--- src/rtl/alu_in_capture_monitor.sv ---
`default_nettype none
// ============================================================================
// Module      : alu_in_capture_monitor
// Description : Multi-channel ALU_in capture monitor. Per-channel transfer and
//               ALU-reset-entry events are held in a one-deep pending stage,
//               merged round-robin into a first-word fall-through record FIFO
//               and streamed out over a valid/ready port.
//               Optional macro ALU_IN_CAPTURE_TIMESTAMP_EN adds a free-running
//               timestamp stored with every record and presented on rec_ts.
// Revision    : 1.0 - initial release
// ============================================================================
module alu_in_capture_monitor #(
    parameter int         NUM_CH          = 4,
    parameter int         ALU_IN_OP_WIDTH = 8,
    parameter int         DEPTH           = 16,
    parameter logic [2:0] RST_OP          = 3'd5
`ifdef ALU_IN_CAPTURE_TIMESTAMP_EN
    ,
    parameter int         TS_WIDTH        = 32
`endif
) (
    input  logic                              clk,
    input  logic                              rst,
    input  logic                              enable,
    input  logic [NUM_CH-1:0]                 ch_alu_rst,
    input  logic [NUM_CH-1:0]                 ch_valid,
    input  logic [NUM_CH-1:0]                 ch_ready,
    input  logic [3*NUM_CH-1:0]               ch_op,
    input  logic [ALU_IN_OP_WIDTH*NUM_CH-1:0] ch_a,
    input  logic [ALU_IN_OP_WIDTH*NUM_CH-1:0] ch_b,
    output logic                              rec_valid,
    input  logic                              rec_ready,
    output logic [((NUM_CH > 1) ? $clog2(NUM_CH) : 1)-1:0] rec_chan,
    output logic [2:0]                        rec_op,
    output logic [ALU_IN_OP_WIDTH-1:0]        rec_a,
    output logic [ALU_IN_OP_WIDTH-1:0]        rec_b,
`ifdef ALU_IN_CAPTURE_TIMESTAMP_EN
    output logic [TS_WIDTH-1:0]               rec_ts,
`endif
    output logic [$clog2(DEPTH):0]            fifo_count,
    output logic [15:0]                       drop_count
);

    localparam int c_chan_w = (NUM_CH > 1) ? $clog2(NUM_CH) : 1;
    localparam int c_ptr_w  = $clog2(DEPTH);
    localparam int c_op_w   = ALU_IN_OP_WIDTH;
    localparam logic [c_chan_w-1:0] c_last_ch = c_chan_w'(NUM_CH - 1);
    localparam logic [c_ptr_w:0]    c_depth   = (c_ptr_w + 1)'(DEPTH);

    // Per-channel event decode
    logic [NUM_CH-1:0] w_evt;
    logic [NUM_CH-1:0] w_drop;
    logic [NUM_CH-1:0] w_gnt;
    logic [2:0]        w_evt_op [NUM_CH];
    logic [c_op_w-1:0] w_evt_a  [NUM_CH];
    logic [c_op_w-1:0] w_evt_b  [NUM_CH];

    logic [NUM_CH-1:0] r_prev_alu_rst;
    logic [NUM_CH-1:0] r_pend_vld;
    logic [2:0]        r_pend_op [NUM_CH];
    logic [c_op_w-1:0] r_pend_a  [NUM_CH];
    logic [c_op_w-1:0] r_pend_b  [NUM_CH];
`ifdef ALU_IN_CAPTURE_TIMESTAMP_EN
    logic [TS_WIDTH-1:0] r_ts;
    logic [TS_WIDTH-1:0] r_pend_ts [NUM_CH];
    logic [TS_WIDTH-1:0] r_mem_ts  [DEPTH];
`endif

    genvar gi;
    generate
        for (gi = 0; gi < NUM_CH; gi++) begin : g_ch
            assign w_evt[gi] = enable &
                ((ch_alu_rst[gi] & ch_valid[gi] & ch_ready[gi]) |
                 (~ch_alu_rst[gi] & r_prev_alu_rst[gi]));
            assign w_evt_op[gi] = ch_alu_rst[gi] ? ch_op[3*gi +: 3] : RST_OP;
            assign w_evt_a[gi]  = ch_alu_rst[gi] ? ch_a[c_op_w*gi +: c_op_w] : '0;
            assign w_evt_b[gi]  = ch_alu_rst[gi] ? ch_b[c_op_w*gi +: c_op_w] : '0;
            assign w_drop[gi]   = w_evt[gi] & r_pend_vld[gi] & ~w_gnt[gi];
        end
    endgenerate

    // FIFO state
    logic [c_chan_w-1:0] r_mem_chan [DEPTH];
    logic [2:0]          r_mem_op   [DEPTH];
    logic [c_op_w-1:0]   r_mem_a    [DEPTH];
    logic [c_op_w-1:0]   r_mem_b    [DEPTH];
    logic [c_ptr_w-1:0]  r_wr_ptr;
    logic [c_ptr_w-1:0]  r_rd_ptr;
    logic [c_ptr_w:0]    r_count;
    logic [15:0]         r_drop;
    logic [c_chan_w-1:0] r_rr;

    logic                w_pop;
    logic                w_can_grant;
    logic                w_gnt_any;
    logic [c_chan_w-1:0] w_gnt_idx;
    logic [c_chan_w-1:0] w_scan_idx;
    logic [4:0]          w_ndrop;
    logic [16:0]         w_drop_sum;

    assign rec_valid   = (r_count != '0);
    assign w_pop       = rec_valid & rec_ready;
    // A full FIFO can still take a record when the head leaves this cycle
    assign w_can_grant = (r_count != c_depth) | w_pop;

    always_comb begin
        w_gnt      = '0;
        w_gnt_any  = 1'b0;
        w_gnt_idx  = '0;
        w_scan_idx = r_rr;
        for (int k = 0; k < NUM_CH; k++) begin
            if (!w_gnt_any && w_can_grant && r_pend_vld[w_scan_idx]) begin
                w_gnt_any            = 1'b1;
                w_gnt_idx            = w_scan_idx;
                w_gnt[w_scan_idx]    = 1'b1;
            end
            w_scan_idx = (w_scan_idx == c_last_ch) ? '0 : w_scan_idx + c_chan_w'(1);
        end
    end

    always_comb begin
        w_ndrop = '0;
        for (int c = 0; c < NUM_CH; c++) begin
            w_ndrop = w_ndrop + {4'b0000, w_drop[c]};
        end
        w_drop_sum = {1'b0, r_drop} + {12'b0, w_ndrop};
    end

    // Pending stage: a granted slot may be reloaded on the same edge
    always_ff @(posedge clk) begin
        if (rst) begin
            r_prev_alu_rst <= '1;
            r_pend_vld     <= '0;
            for (int c = 0; c < NUM_CH; c++) begin
                r_pend_op[c] <= '0;
                r_pend_a[c]  <= '0;
                r_pend_b[c]  <= '0;
`ifdef ALU_IN_CAPTURE_TIMESTAMP_EN
                r_pend_ts[c] <= '0;
`endif
            end
        end else begin
            r_prev_alu_rst <= ch_alu_rst;
            for (int c = 0; c < NUM_CH; c++) begin
                if (w_evt[c] && (!r_pend_vld[c] || w_gnt[c])) begin
                    r_pend_vld[c] <= 1'b1;
                    r_pend_op[c]  <= w_evt_op[c];
                    r_pend_a[c]   <= w_evt_a[c];
                    r_pend_b[c]   <= w_evt_b[c];
`ifdef ALU_IN_CAPTURE_TIMESTAMP_EN
                    r_pend_ts[c]  <= r_ts;
`endif
                end else if (w_gnt[c]) begin
                    r_pend_vld[c] <= 1'b0;
                end
            end
        end
    end

    always_ff @(posedge clk) begin
        if (w_gnt_any) begin
            r_mem_chan[r_wr_ptr] <= w_gnt_idx;
            r_mem_op[r_wr_ptr]   <= r_pend_op[w_gnt_idx];
            r_mem_a[r_wr_ptr]    <= r_pend_a[w_gnt_idx];
            r_mem_b[r_wr_ptr]    <= r_pend_b[w_gnt_idx];
`ifdef ALU_IN_CAPTURE_TIMESTAMP_EN
            r_mem_ts[r_wr_ptr]   <= r_pend_ts[w_gnt_idx];
`endif
        end
    end

    always_ff @(posedge clk) begin
        if (rst) begin
            r_wr_ptr <= '0;
            r_rd_ptr <= '0;
            r_count  <= '0;
            r_drop   <= '0;
            r_rr     <= '0;
        end else begin
            if (w_gnt_any) begin
                r_wr_ptr <= r_wr_ptr + c_ptr_w'(1);
                r_rr     <= (w_gnt_idx == c_last_ch) ? '0 : w_gnt_idx + c_chan_w'(1);
            end
            if (w_pop) begin
                r_rd_ptr <= r_rd_ptr + c_ptr_w'(1);
            end
            case ({w_gnt_any, w_pop})
                2'b10:   r_count <= r_count + (c_ptr_w + 1)'(1);
                2'b01:   r_count <= r_count - (c_ptr_w + 1)'(1);
                default: r_count <= r_count;
            endcase
            r_drop <= w_drop_sum[16] ? 16'hFFFF : w_drop_sum[15:0];
        end
    end

`ifdef ALU_IN_CAPTURE_TIMESTAMP_EN
    always_ff @(posedge clk) begin
        if (rst) begin
            r_ts <= '0;
        end else begin
            r_ts <= r_ts + TS_WIDTH'(1);
        end
    end

    assign rec_ts = rec_valid ? r_mem_ts[r_rd_ptr] : '0;
`endif

    // Head fields read as zero whenever the FIFO is empty
    assign rec_chan   = rec_valid ? r_mem_chan[r_rd_ptr] : '0;
    assign rec_op     = rec_valid ? r_mem_op[r_rd_ptr]   : '0;
    assign rec_a      = rec_valid ? r_mem_a[r_rd_ptr]    : '0;
    assign rec_b      = rec_valid ? r_mem_b[r_rd_ptr]    : '0;
    assign fifo_count = r_count;
    assign drop_count = r_drop;

endmodule
`default_nettype wire

--- config.mk ---
export PLATFORM = sky130hd
export DESIGN_NAME = alu_in_capture_monitor
export DESIGN_NICKNAME = d
export VERILOG_FILES = /design/src/rtl/alu_in_capture_monitor.sv
export SDC_FILE = /design/constraint.sdc
export NUM_CORES = 1
export LEC_CHECK = 0
export ABC_AREA = 1
export CAP_MARGIN = 20
export CORE_UTILIZATION = 35
export CTS_BUF_LIST = sky130_fd_sc_hd__clkbuf_8
export DETAILED_ROUTE_END_ITERATION = 16
export GPL_ROUTABILITY_DRIVEN = 0
export PLACE_DENSITY = 0.53
export RECOVER_POWER = 100
export SLEW_MARGIN = 20
export SYNTH_ARGS = -nofsm -noshare
export SYNTH_HDL_FRONTEND = slang
export SYNTH_SLANG_ARGS = --single-unit
--- constraint.sdc ---
create_clock -name clk -period 5.7 [get_ports clk]
set_input_delay 1.71 -clock clk [delete_from_list [all_inputs] [get_ports clk]]
set_output_delay 1.71 -clock clk [all_outputs]
set_load 0.05 [all_outputs]
---- Word-level counts from Yosys, hierarchy flattened ----
Memory sizes are Yosys's and may differ from the RTL's. A register that Yosys moved wholly into a read port is not among the register bits.
Cells that the tools add are included.
operators by class
  bitwise operators ....................... 53
  reduce and logical (&&, ||, !) cells .... 32
  mux-type cells .......................... 94
  $add $sub $neg .......................... 12
  magnitude comparators ................... 8
  eq/ne operators ......................... 7
operators with widths
  kind                                                                                 count
  8-bit 2-to-1 mux                                                                     18
  4-bit 2-to-1 mux                                                                     12
  1-bit 2-to-1 mux                                                                     36
  3-bit 2-to-1 mux                                                                     9
  1-bit bitwise AND                                                                    25
  2-bit 2-to-1 mux                                                                     9
  16-bit by 4-bit adder with 17-bit output                                             1
  1-bit bitwise OR                                                                     17
  16-bit 2-to-1 mux                                                                    1
  1-bit logical AND                                                                    15
  2-bit by 3-bit < comparator with 1-bit output, second input constant                 4
  4-bit bitwise OR                                                                     3
  2-bit == test, second input constant                                                 5
  5-bit one-hot mux with 2 select lines                                                1
  2-bit nonzero test                                                                   5
  2-bit by 1-bit adder with 2-bit output, second input constant                        4
  4-bit by 1-bit adder with 4-bit output, second input constant                        2
  1-bit binary-select mux with 2-bit select                                            4
  1-bit demux with 2-bit select                                                        4
  2-bit by 1-bit greater-or-equal comparator with 1-bit output, second input constant  4
  1-bit inverter                                                                       8
  1-bit logical NOT                                                                    7
  5-bit by 1-bit adder with 5-bit output, second input constant                        1
  5-bit != test, second input constant                                                 1
  7 further kinds                                                                      10
word-level totals
  bits in registers ....................... 39
  output and inout bits ................... 43
  memories ................................ 7
  input port bits ......................... 92
  memory bits (writable) .................. 412
  logic and storage cells ................. 223
memory list
  memory       depth  width  rd ports  clocked after memory_dff  write ports  RTL line  text
  r_mem_a      16     8      1         1                         1            85        logic [c_op_w-1:0] r_mem_a [DEPTH];
  r_mem_b      16     8      1         1                         1            86        logic [c_op_w-1:0] r_mem_b [DEPTH];
  r_mem_op     16     3      1         1                         1            84        logic [2:0] r_mem_op [DEPTH];
  r_mem_chan   16     2      1         1                         1            83        logic [c_chan_w-1:0] r_mem_chan [DEPTH];
  r_pend_a     4      8      1         0                         4            61        logic [c_op_w-1:0] r_pend_a [NUM_CH];
  r_pend_b     4      8      1         0                         4            62        logic [c_op_w-1:0] r_pend_b [NUM_CH];
  +1 memories  n/a    n/a    n/a       n/a                       n/a          n/a

---- Depth between registers and ports, before layout ----
  depth after elaboration ................. 24
  gate-level depth with buffers ........... 28
  gate-level depth less buffers ........... 28

---- Worst setup path before layout ----
OpenSTA, ideal clock, no wires.
  path type ............................... input-to-reg
  start point ............................. input rec_ready
  end point ............................... register r_drop[11], in the netlist drop_count[11]
  buffers on the path ..................... 0
  cell stages on the path ................. 24
  required time ........................... 5643 ps
  setup time .............................. 57 ps
  path slack .............................. 508 ps
  arrival time ............................ 5135 ps
  cells stage by stage .................... nor2_1 > nand3_1 > nand3_1 > inv_1 > nand2_1 > nand2_1 > a21oi_1 > nand3_2 > inv_1 > nand2_1 > fa_1 > fa_1 > inv_1 > fa_1 > nand3_1 > nor3_1 > nand3_1 > nor2_1 > nand2_1 > inv_1 > a21oi_1 > o21ai_0 > nand2_1 > inv_1
between the ends
  cells in the longest elaborated chain, start to end .. 23
  elaborated cells between the ends (all ways) .. 35
  classes of those cells .................. add/sub: 4; mux: 8; bitwise: 13; reduce/logical: 10
RTL lines
  what                                        RTL line  text
  from (decl)                                 32        input logic rec_ready,
  1-bit bitwise AND *                         102       assign w_pop = rec_valid & rec_ready;
  1-bit bitwise OR *                          104       assign w_can_grant = (r_count != c_depth) | w_pop;
  1-bit logical AND                           112       if (!w_gnt_any && w_can_grant && r_pend_vld[w_scan_idx]) begin
  1-bit 2-to-1 mux                            112
  1-bit logical NOT                           112
  1-bit logical AND (2 in series)             112
  1-bit 2-to-1 mux                            112
  1-bit logical NOT                           112
  (+6 left out)                               n/a
  4-bit 2-to-1 mux *                          112
  1-bit inverter                              78        assign w_drop[gi] = w_evt[gi] & r_pend_vld[gi] & ~w_gnt[gi];
  1-bit bitwise AND                           78
  1-bit by 1-bit adder with 2-bit output      124       w_ndrop = w_ndrop + {4'b0000, w_drop[c]};
  2-bit by 1-bit adder with 3-bit output      124
  3-bit by 1-bit adder with 4-bit output *    124
  16-bit by 4-bit adder with 17-bit output *  126       w_drop_sum = {1'b0, r_drop} + {12'b0, w_ndrop};
  16-bit 2-to-1 mux *                         192       r_drop <= w_drop_sum[16] ? 16'hFFFF : w_drop_sum[15:0];
  to (signal assigned)                        192
  to (decl)                                   90        logic [15:0] r_drop;
Every way passes the cells marked *; elsewhere a longest branch is shown, timed or not.
A chain may end at the register's enable or synchronous reset.

==> Implementation_results.wiki <==
{| class="wikitable"
! Metric !! Value
|-
| Run status || complete, but fails checks
|-
| Failing checks || capacitance limit, slew limit
|-
| Hold_buf cts || 0
|-
| Launch instance of the worst register-to-register path || r_rr[1]$_SDFFE_PP0P_
|-
| Largest net degree at the start of global routing || roughly 120
|-
| Slew at the pin closest to its max-slew limit || 2.06 ns
|-
| DIE AREA || approximately 57000 um^2
|-
| Fin util || 0.420
|-
| Synthesized net count || 1883
|-
| Placeable core area || 55100 um^2
|-
| Number of antenna cells inserted || 0
|-
| Minimum period implied by the final worst setup slack || about 5.5 ns
|-
| Fraction of final layout cells sized beyond drive strength 1 || 0.0794
|-
| Worst Reg2Reg Path Length in Cells || 27
|-
| Root buf cell || sky130_fd_sc_hd__clkbuf_8
|-
| Least setup slack across all paths after layout || ~0.20 ns
|-
| Number of cells upsized or downsized after cts || 0
|-
| Leakage power || 8.70 nW
|-
| Fraction of synthesis flops using an asynchronous set or reset pin || 0
|-
| Number of buffers created by CTS || 76
|-
| Filler instances || 5339
|-
| Synthesized area per cell || around 11 um^2
|-
| Most used standard cell by instance count after synthesis || sky130_fd_sc_hd__edfxtp_1
|-
| CTS Sinks || around 460
|-
| Path type of the worst setup path || reg -> out
|-
| Biggest fanout along the worst timing path || 63
|-
| Number of endpoints failing setup at the final stage || 0
|-
| All-layer global routing usage || 0.187
|-
| Vias after detailed routing || approximately 14000
|-
| Number of enable-type register cells in the synthesized netlist || 412
|-
| Final period util || 0.965
|-
| Max-cap violations || 16
|-
| Worst path bufs/invs || 2
|-
| Ys flop type || sky130_fd_sc_hd__edfxtp_1
|-
| Number of buffers on the longest clock path || 3
|-
| Die Y || around 240 um
|-
| Total power density per cell area || approximately 630 nW/um^2
|-
| H-Tree Depth || 3
|-
| Fmax || roughly 180 MHz
|-
| Antenna-violating nets left || 0
|-
| Post-synthesis instance total || ~1800
|-
| Mean routed wirelength per cell || about 19 um
|-
| Unique masters post-synth || 32
|-
| CP startpoint kind || flop
|-
| Register bit total from synthesis || 455
|-
| Startpoint of the most critical hold path || r_rd_ptr[2]$_SDFFE_PP0N_
|-
| Worst slew margin relative to its limit || -0.375
|-
| Wirelength, routed || roughly 53 mm
|-
| Antenna violations before repair || 3
|-
| Final hold slack || ~0.48 ns
|-
| Worst slack, placed || -0.0281 ns
|-
| Most frequent cells after synthesis || sky130_fd_sc_hd__edfxtp_1 (412), sky130_fd_sc_hd__nor2_1 (334), sky130_fd_sc_hd__o21ai_0 (210), sky130_fd_sc_hd__inv_1 (192), sky130_fd_sc_hd__nand2_1 (164)
|-
| First-pass detailed-route iteration total || 5
|-
| Data arrival at the endpoint of the critical path || between 3 and 4 ns
|-
| Synth warn || 0
|-
| Final max-slew violation count || between 300 and 400
|-
| Register-to-Register Setup Slack || slightly above 1 ns
|-
| Fraction of post-synthesis cell area in the top cell type by area || 0.634
|-
| Top cells by area in the synthesized netlist || sky130_fd_sc_hd__edfxtp_1 (63%), sky130_fd_sc_hd__nor2_1 (6.4%), sky130_fd_sc_hd__o21ai_0 (5.4%)
|-
| Clock skew || 0.0355 ns
|-
| Seq/Total Area, Yosys || 0.678
|-
| Width of the die || around 240 um
|-
| Clock tree from TritonCTS || done
|-
| Worst-path cell with the longest stage delay || sky130_fd_sc_hd__dlygate4sd3_1
|-
| First-pass GRT wire length || between 70 and 80 mm
|-
| Vias in the first global route || between 10000 and 15000
|-
| Reg-to-reg endpoint || drop_count[9]$_SDFF_PP0_
|-
| Cell chain of the critical path || buf_4, o21ai_0, o221ai_1, nand3_1, a21oi_1, dlygate4sd3_1
|-
| Overall power after layout || ~15 mW
|-
| Estimated wirelength of the detail-placed design || around 32 mm
|-
| RSZ-0062 raised after global routing || false
|-
| CTS clk-pin slew, worst paths || 0.06 ns
|-
| Cell area after synthesis || around 20000 um^2
|-
| Nature of the critical path endpoint || output pin
|-
| Average vias per placed instance || 4.96
|-
| Area overhead of the layout relative to synthesis || 18.6%
|-
| Latest clock arrival within the worst-skew pair || approximately 0.65 ns
|-
| Hold Path Cell Cnt || 2
|-
| Classification of the worst-slack hold path || reg -> reg
|-
| Slowest Stage Delay on Critical Path || between 0.9 and 1 ns
|-
| Hold Violations, Final || 0
|-
| Peak supply drop || about 0.37 mV
|-
| Post-CTS Setup Repair Bufs || 0
|-
| Worst endpoint required time || around 4.0 ns
|-
| Ports || about 140
|-
| DRC Markers || 0
|-
| Starting DRT DRC Count || between 1000 and 1500
|-
| Effective utilization at floorplan || 0.354
|-
| Cell taking the most area after synthesis || sky130_fd_sc_hd__edfxtp_1
|-
| Cell type group with the largest total delay on the critical path || buffers and inverters
|-
| Gr ovfl total || 0
|-
| Core Rows || 86
|-
| Number of buffer cells added on primary ports || between 100 and 150
|-
| Final net count || roughly 2100
|}
cell type report:
cell class	instances	area, um^2	share of cell area
Clock inverter	58	244	0.0105
Tap cell	748	936	0.0404
Timing Repair Buffer	209	1790	0.0774
Clock buffer	80	1100	0.0476
Multi-Input combinational cell	1028	5090	0.220
Sequential cell	455	13200	0.572
Inverter	197	742	0.0321
sequential cells by signal, summed over array words and instances (netlist names), named ones only:
signal          count
r_rr                2
r_pend_vld          4
r_rd_ptr            4
r_pend_a           32
r_mem_op           48
r_pend_op          12
fifo_count          5
r_mem_b           128
r_wr_ptr            4
r_mem_a           128
r_mem_chan         32
r_prev_alu_rst      4
r_pend_b           32
drop_count         16
power breakdown:
group	internal, mW	switching, mW	total [mW]
sequential	5.82	0.197	6.02
clock	1.30	1.30	2.60
combinational	1.32	4.66	5.98
layer usage:
layer	GRT usage	wire, um
met5	0	0
met1	0.256	24100
met2	0.300	24500
met3	0.0362	3280
met4	0.0569	1240
tightest hold or removal path: cells and delay by family, from the launching register on:
family                 cells  cell delay (ns)
buffers and inverters      1             0.05
AO/OA/AOI/OAI              1             0.07
flip-flops                 1             0.32
cells in the final DEF (no fill, tap or decap), drive strengths merged, types with 17 or more instances in the layout:
cell             n
a21oi           53
buf             26
clkbuf         129
clkdlybuf4s50   93
dfxtp           43
dlygate4sd3     41
edfxtp         412
ha              17
inv            236
nand2          165
nand3           82
nor2           360
o21ai          229
o221ai          54
o22ai           31
worst max-delay path by stage:
stage | depth (start not counted) | end
2_1_floorplan | 24 | drop_count[11]$_SDFF_PP0_
3_3_place_gp | 26 | drop_count[14]$_SDFF_PP0_
3_5_place_dp | 26 | drop_count[14]$_SDFF_PP0_
4_1_cts | 8 | rec_b[7]
5_1_grt | 9 | rec_a[0]
6_report | 6 | rec_a[7]
kinds of logic after synthesis:
group / synth area share
flip-flops: 0.678
buffers and inverters: 0.0580
XOR/XNOR: 0.00449
adder cells (fa/ha/maj): 0.0150
AND/OR/NAND/NOR: 0.136
AO/OA/AOI/OAI: 0.108
stage by stage:
stage	instance area [um^2]	instances	setup TNS, ns
after floorplan	19500	1770	0
after global placement	22100	2637	0
after detailed placement	22100	2637	-0.0281
after CTS	23400	2775	0
after global routing	23100	2775	0
final	23100	2775	0
Note: power is estimated with default switching activity, not from simulation.
